File: config.mk
export PLATFORM = sky130hd
export DESIGN_NAME = recuperacao_memoria_flat
export DESIGN_NICKNAME = d
export VERILOG_FILES = /design/src/rtl/recuperacao_memoria_pkg.sv /design/src/rtl/recuperacao_memoria_if.sv /design/src/rtl/recuperacao_memoria_detector_borda.sv /design/src/rtl/recuperacao_memoria.sv /design/src/flat_wrapper.sv
export SDC_FILE = /design/constraint.sdc
export NUM_CORES = 1
export LEC_CHECK = 0
export CORE_UTILIZATION = 50
export CTS_CLUSTER_DIAMETER = 30
export DETAILED_ROUTE_END_ITERATION = 10
export DONT_BUFFER_PORTS = 1
export PLACE_DENSITY = 0.7
export SLEW_MARGIN = 20
export SYNTH_ARGS = -nofsm -noshare
export SYNTH_HDL_FRONTEND = slang
export SYNTH_SLANG_ARGS = --single-unit
File: constraint.sdc
create_clock -name clk -period 2.9 [get_ports clk]
set_input_delay 0.58 -clock clk [delete_from_list [all_inputs] [get_ports clk]]
set_output_delay 0.58 -clock clk [all_outputs]
set_load 0.02 [all_outputs]
File: src/rtl/recuperacao_memoria_pkg.sv
// rtl/recuperacao_memoria_pkg.sv - shared state encoding and default sizes for recuperacao_memoria
// Contents: estado_t (OCIOSO/NAVEGANDO/ENTREGA), default PROFUNDIDADE and LARGURA.
package recuperacao_memoria_pkg;

  typedef enum logic [1:0] {
    OCIOSO    = 2'b00,
    NAVEGANDO = 2'b01,
    ENTREGA   = 2'b10
  } estado_t;

  localparam int PROFUNDIDADE_PADRAO = 4;
  localparam int LARGURA_PADRAO      = 8;

endpackage

File: src/rtl/recuperacao_memoria_if.sv
// rtl/recuperacao_memoria_if.sv - result bus between memory controller, history block and ULA operand mux
// Signals: carregar/resultado_entrada (write side), operando_recuperado/operando_valido (delivery side).
// master = memory controller / operand consumer, slave = recuperacao_memoria.
interface recuperacao_memoria_if
  import recuperacao_memoria_pkg::*;
#(
  parameter int LARGURA = LARGURA_PADRAO
);
  logic               carregar;
  logic [LARGURA-1:0] resultado_entrada;
  logic [LARGURA-1:0] operando_recuperado;
  logic               operando_valido;

  modport master (
    output carregar, resultado_entrada,
    input  operando_recuperado, operando_valido
  );

  modport slave (
    input  carregar, resultado_entrada,
    output operando_recuperado, operando_valido
  );
endinterface

File: src/rtl/recuperacao_memoria_detector_borda.sv
// rtl/recuperacao_memoria_detector_borda.sv - rising-edge detector for one level button
// Ports: clk, rst (sync, active-high), sinal_i (button level), evento_o (high in the first cycle of a press).
module detector_borda (
  input  logic clk,
  input  logic rst,
  input  logic sinal_i,
  output logic evento_o
);
  logic sinal_q;

  always_ff @(posedge clk) begin
    if (rst) begin
      sinal_q <= 1'b0;
    end else begin
      sinal_q <= sinal_i;
    end
  end

  assign evento_o = sinal_i & ~sinal_q;
endmodule

File: src/rtl/recuperacao_memoria.sv
// rtl/recuperacao_memoria.sv - circular history of ULA results with button browsing and operand delivery
// Ports: clk, rst (sync, active-high); bus (slave: carregar, resultado_entrada, operando_recuperado,
// operando_valido); btn_recuperar/btn_confirmar/btn_cancelar (level buttons); navegando, indice,
// valor_exibido, vazio (display/status). Macro HISTORICO_LIMPAR_EN adds btn_limpar (clear history).
module recuperacao_memoria
  import recuperacao_memoria_pkg::*;
#(
  parameter int PROFUNDIDADE = PROFUNDIDADE_PADRAO,
  parameter int LARGURA      = LARGURA_PADRAO,
  localparam int AW          = $clog2(PROFUNDIDADE),
  localparam int CW          = AW + 1
) (
  input  logic                 clk,
  input  logic                 rst,
  recuperacao_memoria_if.slave bus,
  input  logic                 btn_recuperar,
  input  logic                 btn_confirmar,
  input  logic                 btn_cancelar,
`ifdef HISTORICO_LIMPAR_EN
  input  logic                 btn_limpar,
`endif
  output logic                 navegando,
  output logic [AW-1:0]        indice,
  output logic [LARGURA-1:0]   valor_exibido,
  output logic                 vazio
);
  logic [LARGURA-1:0] mem_q [PROFUNDIDADE];
  logic [AW-1:0]      wr_ptr_q;
  logic [CW-1:0]      count_q;
  logic [AW-1:0]      indice_q;
  estado_t            estado_q;
  logic               navegando_q;
  logic               valido_q;
  logic [LARGURA-1:0] operando_q;

  logic ev_rec, ev_conf, ev_can, ev_lim;

  detector_borda u_borda_rec  (.clk(clk), .rst(rst), .sinal_i(btn_recuperar), .evento_o(ev_rec));
  detector_borda u_borda_conf (.clk(clk), .rst(rst), .sinal_i(btn_confirmar), .evento_o(ev_conf));
  detector_borda u_borda_can  (.clk(clk), .rst(rst), .sinal_i(btn_cancelar),  .evento_o(ev_can));
`ifdef HISTORICO_LIMPAR_EN
  detector_borda u_borda_lim  (.clk(clk), .rst(rst), .sinal_i(btn_limpar),    .evento_o(ev_lim));
`else
  assign ev_lim = 1'b0;
`endif

  // Newest entry sits just behind the write pointer; indice counts backwards from it.
  logic [AW-1:0]      rd_addr;
  logic [LARGURA-1:0] exibido;
  assign rd_addr = wr_ptr_q - AW'(1) - indice_q;
  assign exibido = mem_q[rd_addr];

  // Browse step first (wrapping within valid entries), then a same-cycle write shifts the age by one.
  logic [AW-1:0] indice_passo;
  logic          sobrescreve;
  always_comb begin
    indice_passo = indice_q;
    if (ev_rec) begin
      indice_passo = (({1'b0, indice_q} + CW'(1)) < count_q) ? indice_q + AW'(1) : '0;
    end
    sobrescreve = bus.carregar && (indice_passo == AW'(PROFUNDIDADE - 1)) &&
                  (count_q == CW'(PROFUNDIDADE));
  end

  // Storage is never reset; only entries covered by count_q are ever displayed.
  always_ff @(posedge clk) begin
    if (bus.carregar && !ev_lim) begin
      mem_q[wr_ptr_q] <= bus.resultado_entrada;
    end
  end

  always_ff @(posedge clk) begin
    if (rst) begin
      wr_ptr_q    <= '0;
      count_q     <= '0;
      indice_q    <= '0;
      estado_q    <= OCIOSO;
      navegando_q <= 1'b0;
      valido_q    <= 1'b0;
      operando_q  <= '0;
    end else if (ev_lim) begin
      // Clear drops any same-cycle write and keeps the last delivered operand.
      wr_ptr_q    <= '0;
      count_q     <= '0;
      indice_q    <= '0;
      estado_q    <= OCIOSO;
      navegando_q <= 1'b0;
      valido_q    <= 1'b0;
    end else begin
      valido_q <= 1'b0;
      if (bus.carregar) begin
        wr_ptr_q <= wr_ptr_q + AW'(1);
        if (count_q != CW'(PROFUNDIDADE)) begin
          count_q <= count_q + CW'(1);
        end
      end
      case (estado_q)
        OCIOSO: begin
          if (ev_rec && count_q != '0) begin
            estado_q    <= NAVEGANDO;
            navegando_q <= 1'b1;
            indice_q    <= '0;
          end
        end
        NAVEGANDO: begin
          if (ev_can) begin
            estado_q    <= OCIOSO;
            navegando_q <= 1'b0;
            indice_q    <= '0;
          end else if (ev_conf) begin
            // Memory write is non-blocking, so this captures the pre-write entry.
            estado_q    <= ENTREGA;
            navegando_q <= 1'b0;
            indice_q    <= '0;
            operando_q  <= exibido;
            valido_q    <= 1'b1;
          end else if (sobrescreve) begin
            // The displayed (oldest) entry is being overwritten: abandon browsing.
            estado_q    <= OCIOSO;
            navegando_q <= 1'b0;
            indice_q    <= '0;
          end else if (bus.carregar) begin
            indice_q <= indice_passo + AW'(1);
          end else begin
            indice_q <= indice_passo;
          end
        end
        ENTREGA: begin
          estado_q <= OCIOSO;
        end
        default: begin
          estado_q    <= OCIOSO;
          navegando_q <= 1'b0;
          indice_q    <= '0;
        end
      endcase
    end
  end

  assign bus.operando_recuperado = operando_q;
  assign bus.operando_valido     = valido_q;
  assign navegando               = navegando_q;
  assign indice                  = indice_q;
  assign valor_exibido           = navegando_q ? exibido : '0;
  assign vazio                   = (count_q == '0);
endmodule

File: src/flat_wrapper.sv
// flat-port wrapper written by rule: the top's interface ports become plain ports
module recuperacao_memoria_flat import recuperacao_memoria_pkg::*;
#(
  parameter int PROFUNDIDADE = PROFUNDIDADE_PADRAO,
  parameter int LARGURA      = LARGURA_PADRAO,
  localparam int AW          = $clog2(PROFUNDIDADE),
  localparam int CW          = AW + 1
)
  (clk, rst, btn_recuperar, btn_confirmar, btn_cancelar, navegando, indice, valor_exibido, vazio, bus_carregar, bus_resultado_entrada, bus_operando_recuperado, bus_operando_valido);
  recuperacao_memoria_if #(.LARGURA(LARGURA)) bus_i ();
  input  logic clk;
  input  logic rst;
  input  logic btn_recuperar;
  input  logic btn_confirmar;
  input  logic btn_cancelar;
  output logic navegando;
  output logic [AW-1:0] indice;
  output logic [LARGURA-1:0] valor_exibido;
  output logic vazio;
  input wire logic [$bits(bus_i.carregar)-1:0] bus_carregar;
  input wire logic [$bits(bus_i.resultado_entrada)-1:0] bus_resultado_entrada;
  output wire logic [$bits(bus_i.operando_recuperado)-1:0] bus_operando_recuperado;
  output wire logic [$bits(bus_i.operando_valido)-1:0] bus_operando_valido;
  assign bus_i.carregar = bus_carregar;
  assign bus_i.resultado_entrada = bus_resultado_entrada;
  assign bus_operando_recuperado = bus_i.operando_recuperado;
  assign bus_operando_valido = bus_i.operando_valido;
  recuperacao_memoria #(.PROFUNDIDADE(PROFUNDIDADE), .LARGURA(LARGURA)) u_core (.clk(clk), .rst(rst), .bus(bus_i), .btn_recuperar(btn_recuperar), .btn_confirmar(btn_confirmar), .btn_cancelar(btn_cancelar), .navegando(navegando), .indice(indice), .valor_exibido(valor_exibido), .vazio(vazio));
endmodule
# Yosys cells after proc, flatten, opt, wreduce, memory -nomap -nowiden
# Memory sizes are Yosys's and may differ from the RTL's.
# Index checks and enable logic that the tools add are counted.
[classes] n_addsub=7 magnitude_cmp=1 eq_ne=7 mux=22 bitwise=9 n_reduce_logical=12
[ops] cell="$mux 2" count=11
[ops] cell="$mux 8" count=1
[ops] cell="$mux 1" count=7
[ops] cell="$add 2x1->2 const B" count=3
[ops] cell="$not 1->1" count=6
[ops] cell="$pmux 2 s3" count=1
[ops] cell="$reduce_and 2->1" count=3
[ops] cell="$reduce_and 3->1" count=2
[ops] cell="$eq 2x2->1 const B" count=2
[ops] cell="$ne 4x1->1 const B" count=1
[ops] cell="$pmux 2 s2" count=1
[ops] cell="$add 2x1->3 const B" count=1
[ops] cell="$add 3x1->3 const B" count=1
[ops] cell="$and 1x1->1" count=3
[ops] cell="$eq 3x3->1 const B" count=1
[ops] cell="$logic_and 1x1->1" count=3
[ops] cell="$logic_not 3->1" count=1
[ops] cell="$lt 3x3->1" count=1
[ops] cell="$ne 3x3->1 const B" count=1
[ops] cell="$pmux 1 s3" count=1
[ops] cell="$reduce_bool 3->1" count=1
[ops] cell="$reduce_or 3->1" count=1
[ops] cell="$eq 2x1->1 const B" count=1
[ops] cell="$logic_not 2->1" count=1
[ops] cell="other kinds (3)" count=3
[word_totals] register_bits=22 mem_bits_rw=32 input_bits=14 out_inout_bits=21 wordCells=69 n_memories=1
[memory_table] memory="u_core.mem_q" words=4 word_bits=8 read_ports=1 rd_clocked_by_memory_dff=0 write_ports=1 line="recuperacao_memoria.sv:27" source="logic [LARGURA-1:0] mem_q [PROFUNDIDADE];"

# Logic depth before layout (Yosys ltp)
# Gate-level depths: netlist of run 1.
[logic_depth] depth_word=11 depth_mapped=10 depth_no_buf=10

# Modules after synthesis
# Synthesis of run 1 repeated with hierarchy kept, for this count alone.
[hier_totals] cells_unflattened=156 area_unflattened_um2=2324.7
[by_module_without_submodules] module="recuperacao_memoria" n_inst=1 cells_per_inst=147 area_per_inst_um2=2182.1 seq_area_each_um2=1341.3
[by_module_without_submodules] module="detector_borda" n_inst=3 cells_per_inst=3 area_per_inst_um2=47.5 seq_area_each_um2=20.0

# Worst setup path after synthesis of run 1
# No wires, ideal clock.
[synth_timing] kind="register -> register" start="register u_core.indice_q[1] (netlist: u_core.indice[1])" end="register u_core.indice_q[1] (netlist: u_core.indice[1])" setup_ps=87 arrival_time_ps=2496 required_time_ps=2813 setup_slack_ps=317 path_stages_with_launch=11 path_buffers=0 synth_period_minus_slack_ps=2583 path_cell_list="dfxtp_1 -> ha_1 -> ha_1 -> a21boi_0 -> o21ai_0 -> a22o_2 -> ha_1 -> and4_1 -> nor4_1 -> o21ai_1 -> o31ai_1"
[synth_via] elab_chain_len=11 elab_cells_between_ends=14 classes_between="3 x add/sub; 1 x order compare; 1 x eq/ne; 7 x mux; 2 x reduce/logical"
[synth_lines] item="from (decl)" line="recuperacao_memoria.sv:30" source="logic [AW-1:0] indice_q;"
[synth_lines] item="from (signal assigned)" line="recuperacao_memoria.sv:123" source="indice_q <= indice_passo + AW'(1);"
[synth_lines] item="from (signal assigned)" line="recuperacao_memoria.sv:125" source="indice_q <= indice_passo;"
[synth_lines] item="$add 2x1->3" line="recuperacao_memoria.sv:59" source="indice_passo = (({1'b0, indice_q} + CW'(1)) < count_q) ? indice_q + AW'(1) : '0;"
[synth_lines] item="$lt 3x3->1" line="recuperacao_memoria.sv:59"
[synth_lines] item="$mux 2" line="recuperacao_memoria.sv:59"
[synth_lines] item="$mux 2 *" line="recuperacao_memoria.sv:58" source="if (ev_rec) begin"
[synth_lines] item="parallel branches: the longest is 3 deep, another holds $add 2x1->2"
[synth_lines] item="$mux 2 *" line="recuperacao_memoria.sv:117" source="end else if (sobrescreve) begin"
[synth_lines] item="$mux 2 *" line="recuperacao_memoria.sv:110" source="end else if (ev_conf) begin"
[synth_lines] item="$mux 2 *" line="recuperacao_memoria.sv:106" source="if (ev_can) begin"
[synth_lines] item="$pmux 2 s3 *" line="recuperacao_memoria.sv:97" source="case (estado_q)"
# Every way passes the cells marked *.
# A chain may end at the register's enable or synchronous reset.

# Worst setup path after layout of run 1
[layout_timing] start="register u_core.indice_q[0] (netlist: u_core.indice[0])" end="output port valor_exibido[1]"
[layout_via] elab_chain_len=3
[layout_lines] item="$sub 2x2->2" line="recuperacao_memoria.sv:50" source="assign rd_addr = wr_ptr_q - AW'(1) - indice_q;"
[layout_lines] item="$mem_v2 4x8"
[layout_lines] item="$mux 8" line="recuperacao_memoria.sv:144" source="assign valor_exibido = navegando_q ? exibido : '0;"
[layout_lines] item="to (decl)" line="flat_wrapper.sv:18" source="output logic [LARGURA-1:0] valor_exibido;"
# Every way passes these cells.

==> qor.txt, run 1 <==
Status: complete, no violations
Routed Antenna Nets: 0
Commonest non-fill, non-tap cell in the layout: edfxtp_1
TritonRoute pass-1 iters: 4
Crit Path Max Fanout: 8
Setup bufs post-CTS: 0
Commonest cells after routing, fill and taps aside: edfxtp_1 (32), dfxtp_1 (21), and2_1 (13), ha_1 (10)
Synthesized flop and latch total: 54
Largest net degree at the start of global routing: 19
# rows: 24
Fmax achieved: 361 MHz
Initial Util: 52.6%
Area of the core: 4380 sq um
Peak per-stage delay on the critical path: 0.45 ns
DIE AREA: 4890 sq um
Avg WL per Cell: 18.8 um
Clock root buffer: clkbuf_8
Least-Margin Pin Slew: 0.748 ns
DP HPWL: 2770 um
CP Launch Point: u_core.indice[0]
Post-synthesis sequential area ratio: 60.7%
Worst hold start: rst
Syn nets: 184
Min-delay worst type: primary input to register
Vias: 1,296
TritonCTS buffer count: 5
Clock skew: 0.00615 ns
# diodes: 0
Clock sink count: 54
Max Slew Vio Count: 0
Maximum vdd ir drop: 0.396 mV
Period minus WS final: 2.77 ns
CTS tree: yes
CP startpoint kind: register
Final hold slack: 0.333 ns
Leak: 0.925 nW
Clk slew on worst S/H paths: 0.10 ns
First-pass GRT wire length: 6470 um
RSZ-0062 raised after global routing: false
H-tree levels: 2
Synth unique cells: 39
Fin nets: 188
Final cell count without fillers: 216
PD cells: 618 nW/um^2
Global Route Usage Sum: 17.5%
Endpoints failing setup: 0
Post-synth top area cell: edfxtp_1
Antenna violations before repair: 0
Slew HR: 50.1%
Final hold violations: 0
Fin crit share: 95.5%
Max Cap Viol: 0
Post-route cell area: 2500 sq um
Crit-path slowest cell: dfxtp_2
I/O pin count: 35
Die outline height: 69.9 um
Share of post-route cells with drive strength above 1: 10.4%
WL final: 4060 um
Placed Cells incl. Taps: 208
Avg Cell Area, Syn: 14.5 sq um
Syn Std Cell Area: 2310 sq um
Final core utilization: 57.1%
Via/cell ratio: 6.00
Placed cell areas: 2360 sq um
RePlAce Congestion: 0.763
Critical Path RT: 2.32 ns
Synthesis-to-layout area growth: 8.46%
Post-Syn Instances: 159
Ys Warns: 0
Critical Path AT: 2.19 ns
R2r startpoint: u_core.indice[0]
Post_cts resized: 2
I/O Buffers: 0
Vias in the first global route: 1,332
Largest cells by area after synthesis: edfxtp_1 (42%), dfxtp_1 (19%), mux4_1 (9.1%)
CTS Hold Bufs: 0
Die X: 69.9 um
Kind of critical path: register to output pin
Later-pin clock latency in the skew report: 0.30 ns
Initial DRC count: 40
Crit. End Element: output pin
Critical Path, Cell by Cell: inv_1, ha_4, xnor2_2, xnor2_4, mux4_1, and2_1
Synth top area share: 41.6%
Clock tree buffer depth: 2
Remaining DRCs: 0
Gr ovfl total: 0
Post-route setup TNS: 0 ns
cells by family (layout without fill, tap and decap cells):
| logic type | Yosys count | count (layout) | share of synthesized area (%) |
|---|---|---|---|
| compound gates | 26 | 26 | 8.41 |
| fa+ha+maj | 11 | 11 | 5.97 |
| mux | 9 | 9 | 9.54 |
| buf+inv | 13 | 18 | 2.11 |
| xor+xnor | 4 | 4 | 2.66 |
| flops | 54 | 54 | 60.7 |
| simple gates | 42 | 42 | 10.6 |
report_power, final:
group / internal [mW] / switching (mW) / total (mW) / leakage, nW
registers: 0.846 / 0.0232 / 0.869 / 0.474
logic: 0.0733 / 0.0917 / 0.165 / 0.395
clock network: 0.263 / 0.249 / 0.512 / 0.0563
critical path: cells and delay by family (launching register included):
kind	cells	cell delay (ns)
xor gates and xnor gates	2	0.48
adders and majority gates	1	0.18
buffers and inverters	1	0.11
DFF	1	0.45
muxes	1	0.41
and+or+nand+nor	1	0.26
stage by stage:
stage                     power (mW)  worst slack (ns)
after floorplan                 1.01             0.317
after global placement          1.04             0.185
after detailed placement        1.05             0.116
after CTS                       1.56            0.0626
after global routing            1.60            0.0288
final                           1.55             0.131
Yosys cell counts, drive strengths merged:
cell     number
ha           11
a221oi        1
o21ai         3
a211oi        1
xnor2         4
nand2         2
o31ai         2
or2           1
inv           9
and3          2
nor2          7
a21o          1
nand2b        2
edfxtp       32
and4          1
or4b          1
nor2b         6
dfxtp        22
o211ai        1
nor3          3
o2111ai       1
clkbuf        3
or4           1
mux2i         1
and2         13
nand3         1
a2111oi       1
a22o          9
nor4          1
a21boi        2
buf           1
nor3b         1
a21oi         4
mux4          8
final timing paths:
check,end,slack (ns),cells after the start
max,valor_exibido[1],0.13,6
min,u_core.navegando,0.33,1
max reg2reg,u_core.indice[1],0.27,10
min reg2reg,u_core.count_q[2],0.55,2
final cells by class:
class | instances | area, sq um
Clock inverter | 3 | 48.8
Clock buffer | 5 | 68.8
Fill cell | 335 | 1880
Sequential cell | 54 | 1400
Multi-Input combinational cell | 92 | 876
Timing Repair Buffer | 1 | 7.51
Inverter | 9 | 33.8
Tap cell | 52 | 65.1
sequential cells by signal (all words and copies together) (netlist names):
register                        cells
u_core.count_q                      3
u_core.wr_ptr_q                     2
u_core.u_borda_can.sinal_q          1
u_core.mem_q                       32
u_core.indice                       2
u_core.bus.operando_valido          1
u_core.navegando                    1
u_core.u_borda_rec.sinal_q          1
u_core.u_borda_conf.sinal_q         1
u_core.estado_q                     2
u_core.bus.operando_recuperado      8
per-layer routing:
metal / part of all wire, % / up-vias / GRT usage [%]
met5: 0 / - / 0
met4: 1.3 / 0 / 5.78
met3: 5.3 / 6 / 5.05
met2: 50 / 33 / 29.4
met1: 43 / 650 / 21.8
li1: - / 607 / -
Power figures use the tool's default switching activity.
==> inputs of run 2 (changes only) <==
PLACE_DENSITY = not set   (was 0.7)
==> qor.txt, run 2 (synthesis gave the netlist of run 1 again) <==
Clock root buffer: clkbuf_8
Crit. End Element: output pin
Clock tree buffer depth: 2
I/O pin count: 35
Vias in the first global route: 1,199
PD cells: 620 nW/um^2
Leak: 0.929 nW
Later-pin clock latency in the skew report: 0.31 ns
Worst hold endpoint: u_core.navegando
TritonRoute pass-1 iters: 4
Avg WL per Cell: 18.3 um
Fmax achieved: 363 MHz
Routed Antenna Nets: 0
Die outline height: 69.9 um
CP startpoint kind: register
Vias: 1,275
Commonest non-fill, non-tap cell in the layout: edfxtp_1
Gr ovfl total: 0
Least-Margin Pin Slew: 0.631 ns
Fin nets: 189
Via/cell ratio: 5.88
Kind of critical path: register to output pin
Status: complete, no violations
Remaining DRCs: 0
Fillers: 356
I/O Buffers: 0
Placed Cells incl. Taps: 209
FF-to-FF End: u_core.indice[1]
Synthesis-to-layout area growth: 8.19%
Crit Path Max Fanout: 8
Commonest cells after routing, fill and taps aside: edfxtp_1 (32), dfxtp_1 (22), and2_1 (13), ha_1 (11)
# rows: 24
Maximum vdd ir drop: 0.309 mV
Share of post-route cells with drive strength above 1: 9.70%
Clock sink count: 54
DP HPWL: 2840 um
# diodes: 0
CTS tree: yes
Critical Path, Cell by Cell: inv_1, ha_1, mux4_1, and2_1
Clk slew on worst S/H paths: 0.10 ns
DIE AREA: 4890 sq um
Post-place setup slack: 0.248 ns
Final cell count without fillers: 217
Initial DRC count: 71
Worst hold start: rst
Clock skew: 0.0106 ns
Initial Util: 52.6%
Slew HR: 56.8%
TritonCTS buffer count: 5
PnR worst setup slack: 0.148 ns
Max Slew Vio Count: 0
Largest net degree at the start of global routing: 19
CP Launch Point: u_core.indice[0]
RePlAce Congestion: 0.791
Fin crit share: 94.9%
H-tree levels: 2
Endpoints failing setup: 0
Final hold violations: 0
RSZ-0062 raised after global routing: false
Post-route setup TNS: 0 ns
Max Cap Viol: 0
WL final: 3980 um
CTS Hold Bufs: 0
Reg2reg path depth: 10
Peak per-stage delay on the critical path: 0.64 ns
Area of the core: 4380 sq um
WHS Path Cells: 1
Min-delay worst type: primary input to register
Period minus WS final: 2.75 ns
Critical Path AT: 2.17 ns
Critical Path RT: 2.32 ns
Max FFs per register: 32
Setup bufs post-CTS: 0
Die X: 69.9 um
First-pass GRT wire length: 6380 um
Largest reg by FF count: u_core.mem_q
Global Route Usage Sum: 17.3%
Crit-path slowest cell: mux4_1
R2r startpoint: u_core.indice[0]
Antenna violations before repair: 0
R2r setup slk: 0.33 ns
[run 2: cell types whose count changed in the layout (fill, tap and decap cells not counted), sizes merged]
cell | before | now
buf | 1 | 2
[run 2: layer usage]
layer  wire length (um)  vias to the layer above  track usage (%)
met4                 41                        0             4.67
li1                   -                      613                -
met2               1700                       36             24.5
met5                  0                        -                0
met3                217                        5             5.63
met1               2020                      621             25.7
[run 2: worst max-delay path, delay by kind of cell (launching register included)]
kind	cells	cell delay [ns]
buffers and inverters	1	0.07
AND/OR/NAND/NOR	1	0.25
adder cells (fa/ha/maj)	1	0.52
multiplexers	1	0.64
flip-flops	1	0.38
[run 2: worst max path at each step]
stage / endpoint / slack (ns) / depth (start not counted)
after CTS: valor_exibido[1] / 0.12 / 4
after floorplan: u_core.indice[1] / 0.32 / 10
after global routing: valor_exibido[3] / 0.02 / 4
final: valor_exibido[3] / 0.15 / 4
after detailed placement: u_core.indice[1] / 0.25 / 10
after global placement: u_core.indice[1] / 0.33 / 10
[run 2: layout make-up]
class                   count  area (sq um)  share of cell area [%]
clock inverters             3          48.8                    1.95
multi-input cells          92           863                    34.6
repair buffers              2          15.0                   0.602
clock buffers               5          68.8                    2.76
flip-flops and latches     54          1400                    56.1
well taps                  52          65.1                    2.61
inverters                   9          33.8                    1.35
[run 2: power breakdown]
| part | internal (mW) | switching (mW) |
|---|---|---|
| clock network | 0.263 | 0.259 |
| logic | 0.0697 | 0.0879 |
| registers | 0.846 | 0.0221 |
| total | 1.18 | 0.369 |
[run 2: stage by stage]
stage | area (sq um) | utilization [%] | hold slack (ns) | total power, mW
3_3_place_gp | 2370 | 54.1 | 0.525 | 1.04
6_report | 2500 | 56.9 | 0.328 | 1.55
5_1_grt | 2500 | 56.9 | 0.314 | 1.60
3_5_place_dp | 2370 | 54.1 | 0.537 | 1.04
2_1_floorplan | 2310 | - | 0.499 | 1.01
4_1_cts | 2490 | 56.8 | 0.318 | 1.55
[run 2: timing repair]
action	in CTS	in global routing
gates resized for setup	0	1
endpoints found under the setup margin	0	1
hold endpoints to repair	0	0
==> inputs of run 3 (changes only) <==
CORE_MARGIN = 2   (was not set)
==> qor.txt, run 3 (synthesis gave the netlist of run 1 again) <==
Crit Path Max Fanout: 8
Post-route setup TNS: 0 ns
Max Cap Viol: 0
Die X: 71.9 um
Placed cell areas: 2370 sq um
Endpoints failing setup: 0
Largest reg by FF count: u_core.mem_q
Critical Path AT: 2.12 ns
Worst hold start: rst
Post-route cell area: 2480 sq um
Clock root buffer: clkbuf_8
Final Power: 1.47 mW
I/O pin count: 35
DIE AREA: 5170 sq um
Maximum vdd ir drop: 0.305 mV
Later-pin clock latency in the skew report: 0.31 ns
TritonRoute pass-1 iters: 4
Final core utilization: 56.2%
Clock skew: 0.00995 ns
Status: complete, no violations
Routed Antenna Nets: 0
# diodes: 0
FF-to-FF End: u_core.indice[1]
R2r startpoint: u_core.indice[0]
Post-place setup slack: 0.172 ns
Critical Path RT: 2.32 ns
Least-Margin Pin Slew: 0.575 ns
Flip-flop and latch area: 1400 sq um
CP startpoint kind: register
Period minus WS final: 2.70 ns
Fin nets: 189
Antenna violations before repair: 0
Reg2reg path depth: 11
WHS Path Cells: 1
# rows: 24
Synthesis-to-layout area growth: 7.54%
Via/cell ratio: 5.98
Remaining DRCs: 0
Die outline height: 71.9 um
Fillers: 376
Fmax achieved: 370 MHz
WL final: 3910 um
Global Route Usage Sum: 16.3%
Gr ovfl total: 0
Crit. End Element: output pin
Initial DRC count: 71
Setup bufs post-CTS: 0
Share of post-route cells with drive strength above 1: 10.3%
RSZ-0062 raised after global routing: false
R2r setup slk: 0.27 ns
DP HPWL: 2840 um
Max FFs per register: 32
Clock sink count: 54
Final hold slack: 0.329 ns
Leak: 0.923 nW
TritonCTS buffer count: 5
H-tree levels: 2
Clock tree buffer depth: 2
Final cell count without fillers: 217
Area occupied by multi-input gates: 866 sq um
Commonest cells after routing, fill and taps aside: edfxtp_1 (32), dfxtp_1 (22), and2_1 (13), ha_1 (10)
Min-delay worst type: primary input to register
Commonest non-fill, non-tap cell in the layout: edfxtp_1
Slew HR: 60.7%
Largest net degree at the start of global routing: 18
First-pass GRT wire length: 6150 um
Vias in the first global route: 1,227
Initial Util: 52.3%
Kind of critical path: register to output pin
Avg WL per Cell: 18.0 um
Clk slew on worst S/H paths: 0.09 ns
CP Launch Point: u_core.indice[0]
I/O Buffers: 0
Fin crit share: 93.1%
PnR worst setup slack: 0.199 ns
CTS tree: yes
Placed Cells incl. Taps: 209
Vias: 1,297
Area of the core: 4410 sq um
RePlAce Congestion: 0.833
PD cells: 593 nW/um^2
Worst hold endpoint: u_core.u_borda_conf.sinal_q
Max Slew Vio Count: 0
Final hold violations: 0
-- run 3: how the worst max path moves through the flow --
| stage | slack, ns | end | cells past startpoint |
|---|---|---|---|
| after floorplan | 0.32 | u_core.indice[1] | 10 |
| after global placement | 0.33 | u_core.indice[1] | 11 |
| after detailed placement | 0.17 | u_core.indice[1] | 11 |
| after CTS | 0.06 | valor_exibido[0] | 4 |
| after global routing | 0.008 | u_core.indice[1] | 11 |
| final | 0.20 | valor_exibido[3] | 4 |
-- run 3: repair_timing --
item	4_1_cts	5_1_grt
hold buffers	0	0
endpoints found under the setup margin	0	5
resized for setup	0	2
-- run 3: area by class of cell --
type / count / area share, %
repair buffers: 2 / 0.605
multi-input cells: 92 / 34.9
clock buffers: 6 / 3.33
inverters: 9 / 1.36
clock inverters: 2 / 0.706
well taps: 52 / 2.62
flip-flops and latches: 54 / 56.5
-- run 3: metal layers --
layer	share of wire (%)	up-vias	global-route usage, %
met5	0	-	0
met4	2.1	0	8.39
met3	6.8	7	5.42
met2	44	46	23.6
met1	47	631	22.1
li1	-	613	-
-- run 3: worst max-delay path: stages (launching register included) --
cell,delay [ns]
dfxtp_1,0.35
inv_1,0.08
ha_2,0.47
mux4_1,0.65
and2_1,0.26
-- run 3: where the power goes --
part           switching (mW)  internal, mW  total [mW]
clock                   0.244         0.197       0.441
sequential             0.0206         0.846       0.867
combinational          0.0939        0.0709       0.165
total                   0.358          1.11        1.47
